**config.mk**
```make
export PLATFORM = sky130hd
export DESIGN_NAME = iob_master_flat
export DESIGN_NICKNAME = d
export VERILOG_FILES = /design/src/rtl/iob_pkg.sv /design/src/rtl/iob_master_if.sv /design/src/rtl/iob_sync.sv /design/src/rtl/iob_master.sv /design/src/flat_wrapper.sv
export SDC_FILE = /design/constraint.sdc
export NUM_CORES = 1
export LEC_CHECK = 0
export ABC_CLOCK_PERIOD_IN_PS = 4600
export BUFFER_PORTS_ARGS = -buffer_cell sky130_fd_sc_hd__buf_2
export CAP_MARGIN = 5
export CORE_MARGIN = 2
export CORE_UTILIZATION = 50
export DETAILED_ROUTE_END_ITERATION = 16
export GPL_TIMING_DRIVEN = 1
export MAX_ROUTING_LAYER = met4
export PLACE_DENSITY = 0.85
export SKIP_LAST_GASP = 1
export SLEW_MARGIN = 20
export SYNTH_ARGS = -nofsm -noshare
export SYNTH_HDL_FRONTEND = slang
export SYNTH_SLANG_ARGS = --single-unit
```
**constraint.sdc**
```tcl
create_clock -name FSBCLK -period 4.6 [get_ports FSBCLK]
set_input_delay 0.23 -clock FSBCLK [delete_from_list [all_inputs] [get_ports FSBCLK]]
set_output_delay 0.23 -clock FSBCLK [all_outputs]
set_load 0.02 [all_outputs]
```
**src/rtl/iob_pkg.sv**
```systemverilog
// Shared definitions for the IO-bus initiator: FSM state encoding, PORTSZ codes,
// strobe/enable bundle driven toward the motherboard, and the DSACK decode.
package iob_pkg;

  typedef enum logic [2:0] {
    ST_IDLE,
    ST_ADDR,
    ST_AS,
    ST_WAIT,
    ST_SAMPLE,
    ST_TERM,
    ST_RECOVER
  } iobState_t;

  typedef logic [1:0] portSz_t;

  localparam portSz_t PSZ_32   = 2'b00;
  localparam portSz_t PSZ_16   = 2'b01;
  localparam portSz_t PSZ_8    = 2'b10;
  localparam portSz_t PSZ_NONE = 2'b11;

  // Registered pin controls; all active-low strobes idle high
  typedef struct packed {
    logic nAoe;
    logic adLe;
    logic nAs;
    logic nDs;
    logic nDoe;
    logic ddir;
    logic dOe;
  } pinCtl_t;

  localparam pinCtl_t CTL_IDLE = '{nAoe: 1'b1, adLe: 1'b0, nAs: 1'b1, nDs: 1'b1,
                                   nDoe: 1'b1, ddir: 1'b0, dOe: 1'b0};

  // DSACK1/DSACK0 (active low, already synchronized) -> port size code
  function automatic portSz_t dsackPortsz(input logic [1:0] nDsack);
    portSz_t p;
    case (nDsack)
      2'b00:   p = PSZ_32;
      2'b01:   p = PSZ_16;  // DSACK1 only
      2'b10:   p = PSZ_8;   // DSACK0 only
      default: p = PSZ_NONE;
    endcase
    return p;
  endfunction

endpackage

```
**src/rtl/iob_master_if.sv**
```systemverilog
// Request-side and IO-bus-side signals of the IOB initiator.
//  master: view of iob_master (drives bus cycle, consumes request/DSACK/BERR/data-in)
//  slave : view of the requester plus motherboard model
interface iob_master_if;
  import iob_pkg::*;

  // request side
  logic        REQ;
  logic [31:0] A;
  logic        RnW;
  logic [1:0]  SIZ;
  logic [31:0] WD;
  logic        BUSY;
  logic        ACK;
  logic [31:0] RD;
  portSz_t     PORTSZ;
  logic        ERR;
  logic        TOUT;

  // motherboard side
  logic [3:0]  IOB_A;
  logic [1:0]  IOB_SIZ;
  logic        IOB_nAOE;
  logic        IOB_ADoutLE;
  logic        IOB_nAS;
  logic        IOB_nDS;
  logic        IOB_nDOE;
  logic        IOB_DDIR;
  logic [31:0] IOB_D_OUT;
  logic        IOB_D_OE;
  logic [31:0] IOB_D_IN;
  logic [1:0]  IOB_nDSACK;
  logic        IOB_nBERR;

  modport master (
    input  REQ, A, RnW, SIZ, WD, IOB_D_IN, IOB_nDSACK, IOB_nBERR,
    output BUSY, ACK, RD, PORTSZ, ERR, TOUT,
           IOB_A, IOB_SIZ, IOB_nAOE, IOB_ADoutLE, IOB_nAS, IOB_nDS,
           IOB_nDOE, IOB_DDIR, IOB_D_OUT, IOB_D_OE
  );

  modport slave (
    output REQ, A, RnW, SIZ, WD, IOB_D_IN, IOB_nDSACK, IOB_nBERR,
    input  BUSY, ACK, RD, PORTSZ, ERR, TOUT,
           IOB_A, IOB_SIZ, IOB_nAOE, IOB_ADoutLE, IOB_nAS, IOB_nDS,
           IOB_nDOE, IOB_DDIR, IOB_D_OUT, IOB_D_OE
  );

endinterface

```
**src/rtl/iob_sync.sv**
```systemverilog
// Multi-bit, STAGES-deep flop synchronizer for asynchronous idle-high inputs.
//  FSBCLK, nRES : clock, async active-low reset (flops reset to all ones = deasserted)
//  d            : asynchronous inputs
//  q            : synchronized outputs
module iob_sync #(
  parameter int unsigned WIDTH  = 3,
  parameter int unsigned STAGES = 2
) (
  input  logic             FSBCLK,
  input  logic             nRES,
  input  logic [WIDTH-1:0] d,
  output logic [WIDTH-1:0] q
);

  logic [STAGES-1:0][WIDTH-1:0] stg;

  always_ff @(posedge FSBCLK or negedge nRES) begin
    if (!nRES) begin
      stg <= '1;
    end else begin
      stg <= {stg[STAGES-2:0], d};
    end
  end

  assign q = stg[STAGES-1];

endmodule

```
**src/rtl/iob_master.sv**
```systemverilog
// IO-bus initiator: runs one 68030-style asynchronous bus cycle per request and
// returns read data / port size / error status with a one-cycle ACK.
//  FSBCLK, nRES         : clock, async active-low reset
//  bus.REQ/A/RnW/SIZ/WD : request, captured on accept in IDLE
//  bus.BUSY/ACK/RD/PORTSZ/ERR/TOUT : status back to the requester
//  bus.IOB_*            : motherboard strobes, address/data, DSACK/BERR inputs
// Every output is a flop; pin controls are decoded from the next state.
module iob_master
  import iob_pkg::*;
#(
  parameter int unsigned TIMEOUT     = 1023,
  parameter int unsigned SYNC_STAGES = 2,
  parameter int unsigned RD_DLY      = 1
) (
  input logic          FSBCLK,
  input logic          nRES,
  iob_master_if.master bus
);

  localparam int unsigned CNT_W = $clog2(TIMEOUT + 1);
  localparam int unsigned DLY_W = (RD_DLY > 1) ? $clog2(RD_DLY + 1) : 1;

  iobState_t        state, stateNext;
  logic [CNT_W-1:0] cnt, cntNext;
  logic [DLY_W-1:0] dlyCnt, dlyNext;
  portSz_t          psLat, psNext;
  logic             errLat, errNext;
  logic             toutLat, toutNext;
  pinCtl_t          ctl, ctlNext;
  logic             busy, busyNext;
  logic             ack, ackNext;
  logic [31:0]      dOut, dOutNext;
  logic             rdLoad;

  logic             rnwLat;
  logic [31:0]      wdLat;
  logic [3:0]       iobA;
  logic [1:0]       iobSiz;
  logic [31:0]      rdQ;
  portSz_t          portSz;
  logic             errQ;
  logic             toutQ;

  logic [2:0]       syncOut;
  logic [1:0]       nDsackS;
  logic             nBerrS;
  logic             dsackHit;
  logic             berrHit;
  logic             timeoutHit;
  logic             accept;

  iob_sync #(.WIDTH(3), .STAGES(SYNC_STAGES)) u_sync (
    .FSBCLK (FSBCLK),
    .nRES   (nRES),
    .d      ({bus.IOB_nBERR, bus.IOB_nDSACK}),
    .q      (syncOut)
  );

  assign nDsackS    = syncOut[1:0];
  assign nBerrS     = syncOut[2];
  assign dsackHit   = (nDsackS != 2'b11);
  assign berrHit    = !nBerrS;
  assign timeoutHit = (cnt == CNT_W'(TIMEOUT - 1));
  assign accept     = (state == ST_IDLE) && bus.REQ;

  // State, counters and all pin/status flops
  always_ff @(posedge FSBCLK or negedge nRES) begin
    if (!nRES) begin
      state   <= ST_IDLE;
      cnt     <= '0;
      dlyCnt  <= '0;
      psLat   <= PSZ_NONE;
      errLat  <= 1'b0;
      toutLat <= 1'b0;
      ctl     <= CTL_IDLE;
      busy    <= 1'b0;
      ack     <= 1'b0;
      dOut    <= '0;
    end else begin
      state   <= stateNext;
      cnt     <= cntNext;
      dlyCnt  <= dlyNext;
      psLat   <= psNext;
      errLat  <= errNext;
      toutLat <= toutNext;
      ctl     <= ctlNext;
      busy    <= busyNext;
      ack     <= ackNext;
      dOut    <= dOutNext;
    end
  end

  // Next state, termination status and next pin values
  always_comb begin
    stateNext = state;
    cntNext   = cnt;
    dlyNext   = dlyCnt;
    psNext    = psLat;
    errNext   = errLat;
    toutNext  = toutLat;
    rdLoad    = 1'b0;

    case (state)
      ST_IDLE: begin
        if (bus.REQ) begin
          stateNext = ST_ADDR;
          cntNext   = '0;
        end
      end
      ST_ADDR: stateNext = ST_AS;
      ST_AS:   stateNext = ST_WAIT;
      ST_WAIT: begin
        cntNext = cnt + 1'b1;
        if (berrHit) begin
          // BERR wins even when DSACK arrives on the same edge
          stateNext = ST_TERM;
          psNext    = PSZ_NONE;
          errNext   = 1'b1;
          toutNext  = 1'b0;
        end else if (dsackHit) begin
          // port size frozen here; DSACK wiggles during SAMPLE are ignored
          psNext   = dsackPortsz(nDsackS);
          errNext  = 1'b0;
          toutNext = 1'b0;
          if (rnwLat && (RD_DLY != 0)) begin
            stateNext = ST_SAMPLE;
            dlyNext   = DLY_W'(RD_DLY - 1);
          end else begin
            stateNext = ST_TERM;
            rdLoad    = rnwLat;
          end
        end else if (timeoutHit) begin
          stateNext = ST_TERM;
          psNext    = PSZ_NONE;
          errNext   = 1'b1;
          toutNext  = 1'b1;
        end
      end
      ST_SAMPLE: begin
        if (dlyCnt == '0) begin
          stateNext = ST_TERM;
          rdLoad    = 1'b1;
        end else begin
          dlyNext = dlyCnt - 1'b1;
        end
      end
      ST_TERM: begin
        stateNext = ST_RECOVER;
        cntNext   = '0;
      end
      ST_RECOVER: begin
        // wait for the slave to release DSACK/BERR, bounded by the timeout
        cntNext = cnt + 1'b1;
        if ((!dsackHit && nBerrS) || timeoutHit) begin
          stateNext = ST_IDLE;
        end
      end
      default: stateNext = ST_IDLE;
    endcase

    ctlNext  = CTL_IDLE;
    busyNext = 1'b1;
    ackNext  = 1'b0;
    dOutNext = dOut;

    case (stateNext)
      ST_IDLE: busyNext = 1'b0;
      ST_ADDR: begin
        ctlNext.dOe  = 1'b1;
        ctlNext.adLe = 1'b1;
        dOutNext     = bus.A;
      end
      ST_AS, ST_WAIT, ST_SAMPLE: begin
        ctlNext.nAoe = 1'b0;
        ctlNext.nAs  = 1'b0;
        ctlNext.nDoe = 1'b0;
        if (rnwLat) begin
          ctlNext.nDs = 1'b0;
        end else begin
          // write: data strobe follows AS by one cycle
          ctlNext.nDs  = (stateNext == ST_AS);
          ctlNext.dOe  = 1'b1;
          ctlNext.ddir = 1'b1;
          dOutNext     = wdLat;
        end
      end
      ST_TERM: begin
        ctlNext.nAoe = 1'b0;
        ackNext      = 1'b1;
      end
      default: ;
    endcase
  end

  // Request capture and status returned with ACK
  always_ff @(posedge FSBCLK or negedge nRES) begin
    if (!nRES) begin
      rnwLat <= 1'b1;
      wdLat  <= '0;
      iobA   <= '0;
      iobSiz <= '0;
      rdQ    <= '0;
      portSz <= PSZ_NONE;
      errQ   <= 1'b0;
      toutQ  <= 1'b0;
    end else begin
      if (accept) begin
        rnwLat <= bus.RnW;
        wdLat  <= bus.WD;
        iobA   <= bus.A[3:0];
        iobSiz <= bus.SIZ;
      end
      if (rdLoad) begin
        rdQ <= bus.IOB_D_IN;
      end
      if (stateNext == ST_TERM) begin
        portSz <= psNext;
        errQ   <= errNext;
        toutQ  <= toutNext;
      end
    end
  end

  assign bus.BUSY        = busy;
  assign bus.ACK         = ack;
  assign bus.RD          = rdQ;
  assign bus.PORTSZ      = portSz;
  assign bus.ERR         = errQ;
  assign bus.TOUT        = toutQ;
  assign bus.IOB_A       = iobA;
  assign bus.IOB_SIZ     = iobSiz;
  assign bus.IOB_nAOE    = ctl.nAoe;
  assign bus.IOB_ADoutLE = ctl.adLe;
  assign bus.IOB_nAS     = ctl.nAs;
  assign bus.IOB_nDS     = ctl.nDs;
  assign bus.IOB_nDOE    = ctl.nDoe;
  assign bus.IOB_DDIR    = ctl.ddir;
  assign bus.IOB_D_OUT   = dOut;
  assign bus.IOB_D_OE    = ctl.dOe;

endmodule

```
**src/flat_wrapper.sv**
```systemverilog
// flat-port wrapper written by rule: the top's interface ports become plain ports
module iob_master_flat import iob_pkg::*;
#(
  parameter int unsigned TIMEOUT     = 1023,
  parameter int unsigned SYNC_STAGES = 2,
  parameter int unsigned RD_DLY      = 1
)
  (FSBCLK, nRES, bus_REQ, bus_A, bus_RnW, bus_SIZ, bus_WD, bus_IOB_D_IN, bus_IOB_nDSACK, bus_IOB_nBERR, bus_BUSY, bus_ACK, bus_RD, bus_PORTSZ, bus_ERR, bus_TOUT, bus_IOB_A, bus_IOB_SIZ, bus_IOB_nAOE, bus_IOB_ADoutLE, bus_IOB_nAS, bus_IOB_nDS, bus_IOB_nDOE, bus_IOB_DDIR, bus_IOB_D_OUT, bus_IOB_D_OE);
  iob_master_if bus_i ();
  input logic FSBCLK;
  input logic nRES;
  input wire logic [$bits(bus_i.REQ)-1:0] bus_REQ;
  input wire logic [$bits(bus_i.A)-1:0] bus_A;
  input wire logic [$bits(bus_i.RnW)-1:0] bus_RnW;
  input wire logic [$bits(bus_i.SIZ)-1:0] bus_SIZ;
  input wire logic [$bits(bus_i.WD)-1:0] bus_WD;
  input wire logic [$bits(bus_i.IOB_D_IN)-1:0] bus_IOB_D_IN;
  input wire logic [$bits(bus_i.IOB_nDSACK)-1:0] bus_IOB_nDSACK;
  input wire logic [$bits(bus_i.IOB_nBERR)-1:0] bus_IOB_nBERR;
  output wire logic [$bits(bus_i.BUSY)-1:0] bus_BUSY;
  output wire logic [$bits(bus_i.ACK)-1:0] bus_ACK;
  output wire logic [$bits(bus_i.RD)-1:0] bus_RD;
  output wire logic [$bits(bus_i.PORTSZ)-1:0] bus_PORTSZ;
  output wire logic [$bits(bus_i.ERR)-1:0] bus_ERR;
  output wire logic [$bits(bus_i.TOUT)-1:0] bus_TOUT;
  output wire logic [$bits(bus_i.IOB_A)-1:0] bus_IOB_A;
  output wire logic [$bits(bus_i.IOB_SIZ)-1:0] bus_IOB_SIZ;
  output wire logic [$bits(bus_i.IOB_nAOE)-1:0] bus_IOB_nAOE;
  output wire logic [$bits(bus_i.IOB_ADoutLE)-1:0] bus_IOB_ADoutLE;
  output wire logic [$bits(bus_i.IOB_nAS)-1:0] bus_IOB_nAS;
  output wire logic [$bits(bus_i.IOB_nDS)-1:0] bus_IOB_nDS;
  output wire logic [$bits(bus_i.IOB_nDOE)-1:0] bus_IOB_nDOE;
  output wire logic [$bits(bus_i.IOB_DDIR)-1:0] bus_IOB_DDIR;
  output wire logic [$bits(bus_i.IOB_D_OUT)-1:0] bus_IOB_D_OUT;
  output wire logic [$bits(bus_i.IOB_D_OE)-1:0] bus_IOB_D_OE;
  assign bus_i.REQ = bus_REQ;
  assign bus_i.A = bus_A;
  assign bus_i.RnW = bus_RnW;
  assign bus_i.SIZ = bus_SIZ;
  assign bus_i.WD = bus_WD;
  assign bus_i.IOB_D_IN = bus_IOB_D_IN;
  assign bus_i.IOB_nDSACK = bus_IOB_nDSACK;
  assign bus_i.IOB_nBERR = bus_IOB_nBERR;
  assign bus_BUSY = bus_i.BUSY;
  assign bus_ACK = bus_i.ACK;
  assign bus_RD = bus_i.RD;
  assign bus_PORTSZ = bus_i.PORTSZ;
  assign bus_ERR = bus_i.ERR;
  assign bus_TOUT = bus_i.TOUT;
  assign bus_IOB_A = bus_i.IOB_A;
  assign bus_IOB_SIZ = bus_i.IOB_SIZ;
  assign bus_IOB_nAOE = bus_i.IOB_nAOE;
  assign bus_IOB_ADoutLE = bus_i.IOB_ADoutLE;
  assign bus_IOB_nAS = bus_i.IOB_nAS;
  assign bus_IOB_nDS = bus_i.IOB_nDS;
  assign bus_IOB_nDOE = bus_i.IOB_nDOE;
  assign bus_IOB_DDIR = bus_i.IOB_DDIR;
  assign bus_IOB_D_OUT = bus_i.IOB_D_OUT;
  assign bus_IOB_D_OE = bus_i.IOB_D_OE;
  iob_master #(.TIMEOUT(TIMEOUT), .SYNC_STAGES(SYNC_STAGES), .RD_DLY(RD_DLY)) u_core (.FSBCLK(FSBCLK), .nRES(nRES), .bus(bus_i));
endmodule
```
Word-level counts from Yosys, hierarchy flattened
Cells that the tools add are included.
- input bits: 105
- word-level logic and storage cells: 104
- flip-flop bits (word level): 140
- output and inout bits: 83
- add/subtract/negate cells: 2
- muxes and demuxes: 40
- equal/unequal tests: 20
- reduce and logical (&&, ||, !) cells: 16
- operator list (kind ; count):
    $pmux 32 s2 ; 1
    $mux 32 ; 1
    $pmux 10 s3 ; 1
    $pmux 3 s7 ; 1
    $mux 1 ; 20
    $mux 3 ; 6
    $eq 3x3->1 const B ; 5
    $eq 3x2->1 const B ; 4
    $add 10x1->10 const B ; 1
    $eq 10x10->1 const B ; 1
    $mux 10 ; 1
    $mux 2 ; 5
    $ne 2x2->1 const B ; 4
    $eq 3x1->1 const B ; 2
    $logic_not 3->1 ; 2
    $pmux 2 s3 ; 1
    $mux 4 ; 1
    $ne 2x1->1 const B ; 2
    $pmux 1 s2 ; 2
    $reduce_and 2->1 ; 2
    $reduce_and 4->1 ; 1
    $reduce_bool 2->1 ; 2
    $reduce_or 4->1 ; 1
    $reduce_bool 3->1 ; 1
    other kinds (9) ; 10

Depth between registers and ports, before layout
- depth after elaboration: 10
- mapped depth: 10
- gate-level depth less buffers: 7

Hierarchy
From an unflattened synthesis, not the netlist that was laid out.
- cell total of the unflattened synthesis: 442
- area total of the unflattened synthesis: 5700.5 um2
- by module, submodules not included (module ; cells an instance ; area an instance (um2) ; instances):
    iob_master ; 433 ; 5520.3 ; 1
    iob_sync ; 9 ; 180.2 ; 1

Worst setup path before layout
Ideal clock, no wire load.
- path type: reg-to-reg
- from: register u_core.cnt[0]
- to: register u_core.dOut[0] (netlist: u_core.bus.IOB_D_OUT[0])
- clock period less this slack: 2285 ps
- arrival: 2162 ps
- path buffers: 3
- cell stages (with the launch flop): 11
- setup slack: 2315 ps
- required time: 4477 ps
- cell sequence: dfrtp_1 -> clkbuf_1 -> inv_1 -> ha_1 -> and4_4 -> a31oi_4 -> nor2_2 -> or4_4 -> buf_6 -> buf_8 -> o221a_1
- cells in the longest elaborated chain, start to end: 9
- ends and longest elaborated chain (what ; line ; source):
    start, declared ; iob_master.sv:24 ; logic [CNT_W-1:0] cnt, cntNext;
    start signal, assigned ; iob_master.sv:81 ; cnt <= cntNext;
    $eq 10x10->1 (*) ; iob_master.sv:63 ; assign timeoutHit = (cnt == CNT_W'(TIMEOUT - 1));
    $mux 3 ; iob_master.sv:132 ; end else if (timeoutHit) begin
    $mux 3 ; iob_master.sv:120 ; end else if (dsackHit) begin
    $mux 3 ; iob_master.sv:114 ; if (berrHit) begin
    $pmux 3 s7 (*) ; iob_master.sv:103 ; case (state)
    $eq 3x2->1 or $eq 3x3->1 (tied branches) ; iob_master.sv:166 ; case (stateNext)
    $reduce_or 3->1 ; - ;
    $ne 2x2->1 (no line) or $reduce_bool 2->1 (tied branches) ; - ;
    $reduce_and 2->1 (no line) ; - ;
    end signal, assigned ; iob_master.sv:89 ; dOut <= dOutNext;
    end, declared ; iob_master.sv:32 ; logic [31:0] dOut, dOutNext;
Mark *: on every way between the ends. The rest lies on a longest branch, timed or not.
A chain may end at the register's enable or synchronous reset.

Worst setup path in the final report
- from: register u_core.state[1]
- to: register u_core.wdLat[28]
- cells in the longest elaborated chain, start to end: 2
- ends and longest elaborated chain (what ; line ; source):
    start, declared ; iob_master.sv:23 ; iobState_t state, stateNext;
    start signal, assigned ; iob_master.sv:80 ; state <= stateNext;
    $logic_not 3->1 ; iob_master.sv:64 ; assign accept = (state == ST_IDLE) && bus.REQ;
    $logic_and 1x1->1 ; iob_master.sv:64 ;
    end signal, assigned ; iob_master.sv:209 ; wdLat <= bus.WD;
    end, declared ; iob_master.sv:36 ; logic [31:0] wdLat;
Every way passes these cells.

==> results.toml <==
[run_status]
status = "finished clean"

[clock_network]
cts_tree = "done"
root_buffer = "clkbuf_16"
cts_sinks = 138
post_cts_buffers = 0
clk_latency_ps = 410
ctsHoldBuffers = 4
cts.clk_slew.worst_paths_ps = 60
clockBufferDepth = 2
cts-resized-gates = 0
cts_buffers = 17
htree_levels = 4

[floorplanning]
row_count = 39
design.die.area_um2 = 12440
die_w_um = 111.5
ios = 188
core_region_area_um2 = 11370
die_h_um = 111.5
start_util_pct = 50.85

[synth]
syn_area_um2 = 5782
synthCells = 420
yosysTopAreaCell = "dfrtp_1"
synth_top_area_share_pct = 53.67
synth_nets = 527
synth_edf_count = 0
ys_types = 52
synthArstFlopShare_pct = 100.0
syn_area_per_cell_um2 = 13.77
ys_warn_count = 0
synth_top_flop_cell = "dfrtp_1"
synthTopCellsByArea = "dfrtp_1 (54%), mux2_2 (14%), dfstp_2 (6.4%)"
seq_area_frac_synth_pct = 60.03
ys_ff_latch = 138

[pwr]
powerDensity_nw_per_um2 = 777.0
p_seq_share_pct = 38.4
vdd_drop_max_v = 0.0005839
total_power_uw = 5718
p_int_uw = 3637
comb_power_share_pct = 38.8
swShare_pct = 36.39
p_clk_share_pct = 22.8
power_leakage_uw = 0.003403
switchingPower_uw = 2080

[flow_run]
maxCapViolations = 0

[worst_hold_path]
hold_depth = 2
whs_endpoint = "u_core.wdLat[24]$_DFFE_PN0P_"
min_path_type = "in2reg"
hold_start = "bus_WD[24]"

[layout]
fillers = 835
layout_commonest_cell = "buf_2"
layoutNonFillerInstCount = 759
drive_gt1_share_pct = 51.79
multi_input_area_um2 = 2102
final_nets = 712
final_area_um2 = 7358
layout_common_cells = "buf_2 (186), dfrtp_1 (124), mux2_2 (74)"
area_growth_pct = 27.27
seq_area_um2 = 3471
num_antenna_cells = 0

[placed_design]
port_buffers = 187
placed_area_um2 = 6750
place.gp.congestion = 0.8435
dp_cells = 725
hpwl_mm = 8.855
pre_cts_slack_ps = 1898

[route]
drt-initial-drc-count = 266
wl_per_cell_um = 16.98
drc_errors = 0
drt_wl_total_mm = 12.89
num_vias = 4151
post_drt_via_cell_ratio = 5.469
firstDrtPassIters = 4
postRouteAntennaNets = 0

[worst_setup_path]
cp.required_ps = 4880
max_stage_delay_ps = 670
crit_type = "reg2reg"
crit_fanout = 40
worstRegToRegCells = 4
reg2reg_from = "u_core.state[1]$_DFF_PN0_"
cp.arrival_ps = 3000
rrSetupSlack_ps = 1880
timing.rr.end = "u_core.wdLat[28]$_DFFE_PN0P_"
critical_path.startpoint_type = "register"
crit_chain = "nor2_1, and3_2, buf_4, mux2_2"
critPathCaptureType = "register"
slowest_stage = "and3_2"

[sta]
fin_crit_sh_pct = 59.05
setup_violations = 0
rsz0062_at_grt = "false"
tightest_slew_ps = 719.5
period_minus_slack_ps = 2716
hold_violations = 0
fmax_mhz = 368.2
setup-tns-final_ps = 0
timing.slew.headroom_pct = 52.03
final_max_slew_viol_count = 0
layout_setup_ws_ps = 1884
skew_ps = 7.371

[global_route]
antenna_found_initial = 0
grt_max_degree = 81
grt_overflow = 0
grt_usage_pct = 22.14
grt_pass1_vias = 4317
grt_first_pass_wirelength_mm = 21.11
-- state kept, by name (all words and copies together), names as in the netlist, 3 cells and up --
| signal | cells |
|---|---|
| u_core.bus.IOB_A | 4 |
| u_core.bus.RD | 32 |
| u_core.cnt | 10 |
| u_core.u_sync.q | 3 |
| u_core.u_sync.stg | 3 |
| u_core.state | 3 |
| u_core.bus.IOB_D_OUT | 32 |
| u_core.wdLat | 32 |
-- kinds of logic (layout without fill, tap and decap cells) --
kind of cell	Yosys count	after routing	synth area share (%)
AOI/OAI and AO/OA	72	72	11.04
xor gates and xnor gates	7	7	1.060
adders and majority gates	3	3	0.6059
buffers and inverters	36	232	3.636
DFF	138	138	60.03
muxes	75	75	14.59
and+or+nand+nor	89	89	9.046
-- metal layers --
layer | GRT usage [%] | up-vias | wire [µm]
li1 | - | 1895 | -
met1 | 27.22 | 2044 | 5534
met2 | 34.19 | 187 | 6107
met3 | 6.478 | 25 | 967
met4 | 10.04 | 0 | 277
met5 | - | - | 0
-- stage by stage --
step	util (%)	hold WS [ps]
floorplan	-	-65.59
global placement	59.37	304.2
detailed placement	59.37	308.2
CTS	64.72	36.73
global route	64.72	39.65
finish	64.72	51.37
-- worst max-delay path by stage --
| stage | from | endpoint |
|---|---|---|
| floorplan | u_core.cnt[0]$_DFFE_PN0P_ | u_core.bus.IOB_D_OUT[0]$_DFFE_PN0P_ |
| global placement | u_core.state[1]$_DFF_PN0_ | u_core.bus.IOB_SIZ[1]$_DFFE_PN0P_ |
| detailed placement | u_core.state[1]$_DFF_PN0_ | u_core.wdLat[19]$_DFFE_PN0P_ |
| finish | u_core.state[1]$_DFF_PN0_ | u_core.wdLat[28]$_DFFE_PN0P_ |
| global route | u_core.state[1]$_DFF_PN0_ | u_core.wdLat[28]$_DFFE_PN0P_ |
| CTS | u_core.state[1]$_DFF_PN0_ | u_core.wdLat[28]$_DFFE_PN0P_ |
-- power by group through the flow --
stage          Clock, µW  Sequential (µW)  Combinational (µW)
2_1_floorplan          0             2520                1270
3_3_place_gp           0             2160                2160
3_5_place_dp           0             2200                2240
4_1_cts             1330             2200                2250
5_1_grt             1380             2270                2410
6_report            1300             2200                2220
-- worst max-delay path, delay by kind of cell, from the launching register on --
kind / cells / cell delay, ps
simple gates: 2 / 1020
mux: 1 / 400
flops: 1 / 620
buf+inv: 1 / 530
-- layout make-up --
cell class | instances | share of cell area (%)
Multi-Input combinational cell | 246 | 28.57
Inverter | 7 | 0.3571
Timing Repair Buffer | 195 | 13.76
Sequential cell | 138 | 47.17
Clock buffer | 21 | 6.393
Clock inverter | 9 | 1.326
Tap cell | 143 | 2.432
-- cell usage after synthesis (7+ instances only) --
library cell	number
dfrtp_1	124
mux2_2	74
nand2b_1	37
o221a_1	32
dfstp_2	14
nor2_1	13
a21oi_1	12
clkbuf_1	10
buf_2	9
nand2_1	9
inv_1	7
Note: power is estimated with default switching activity, not from simulation.
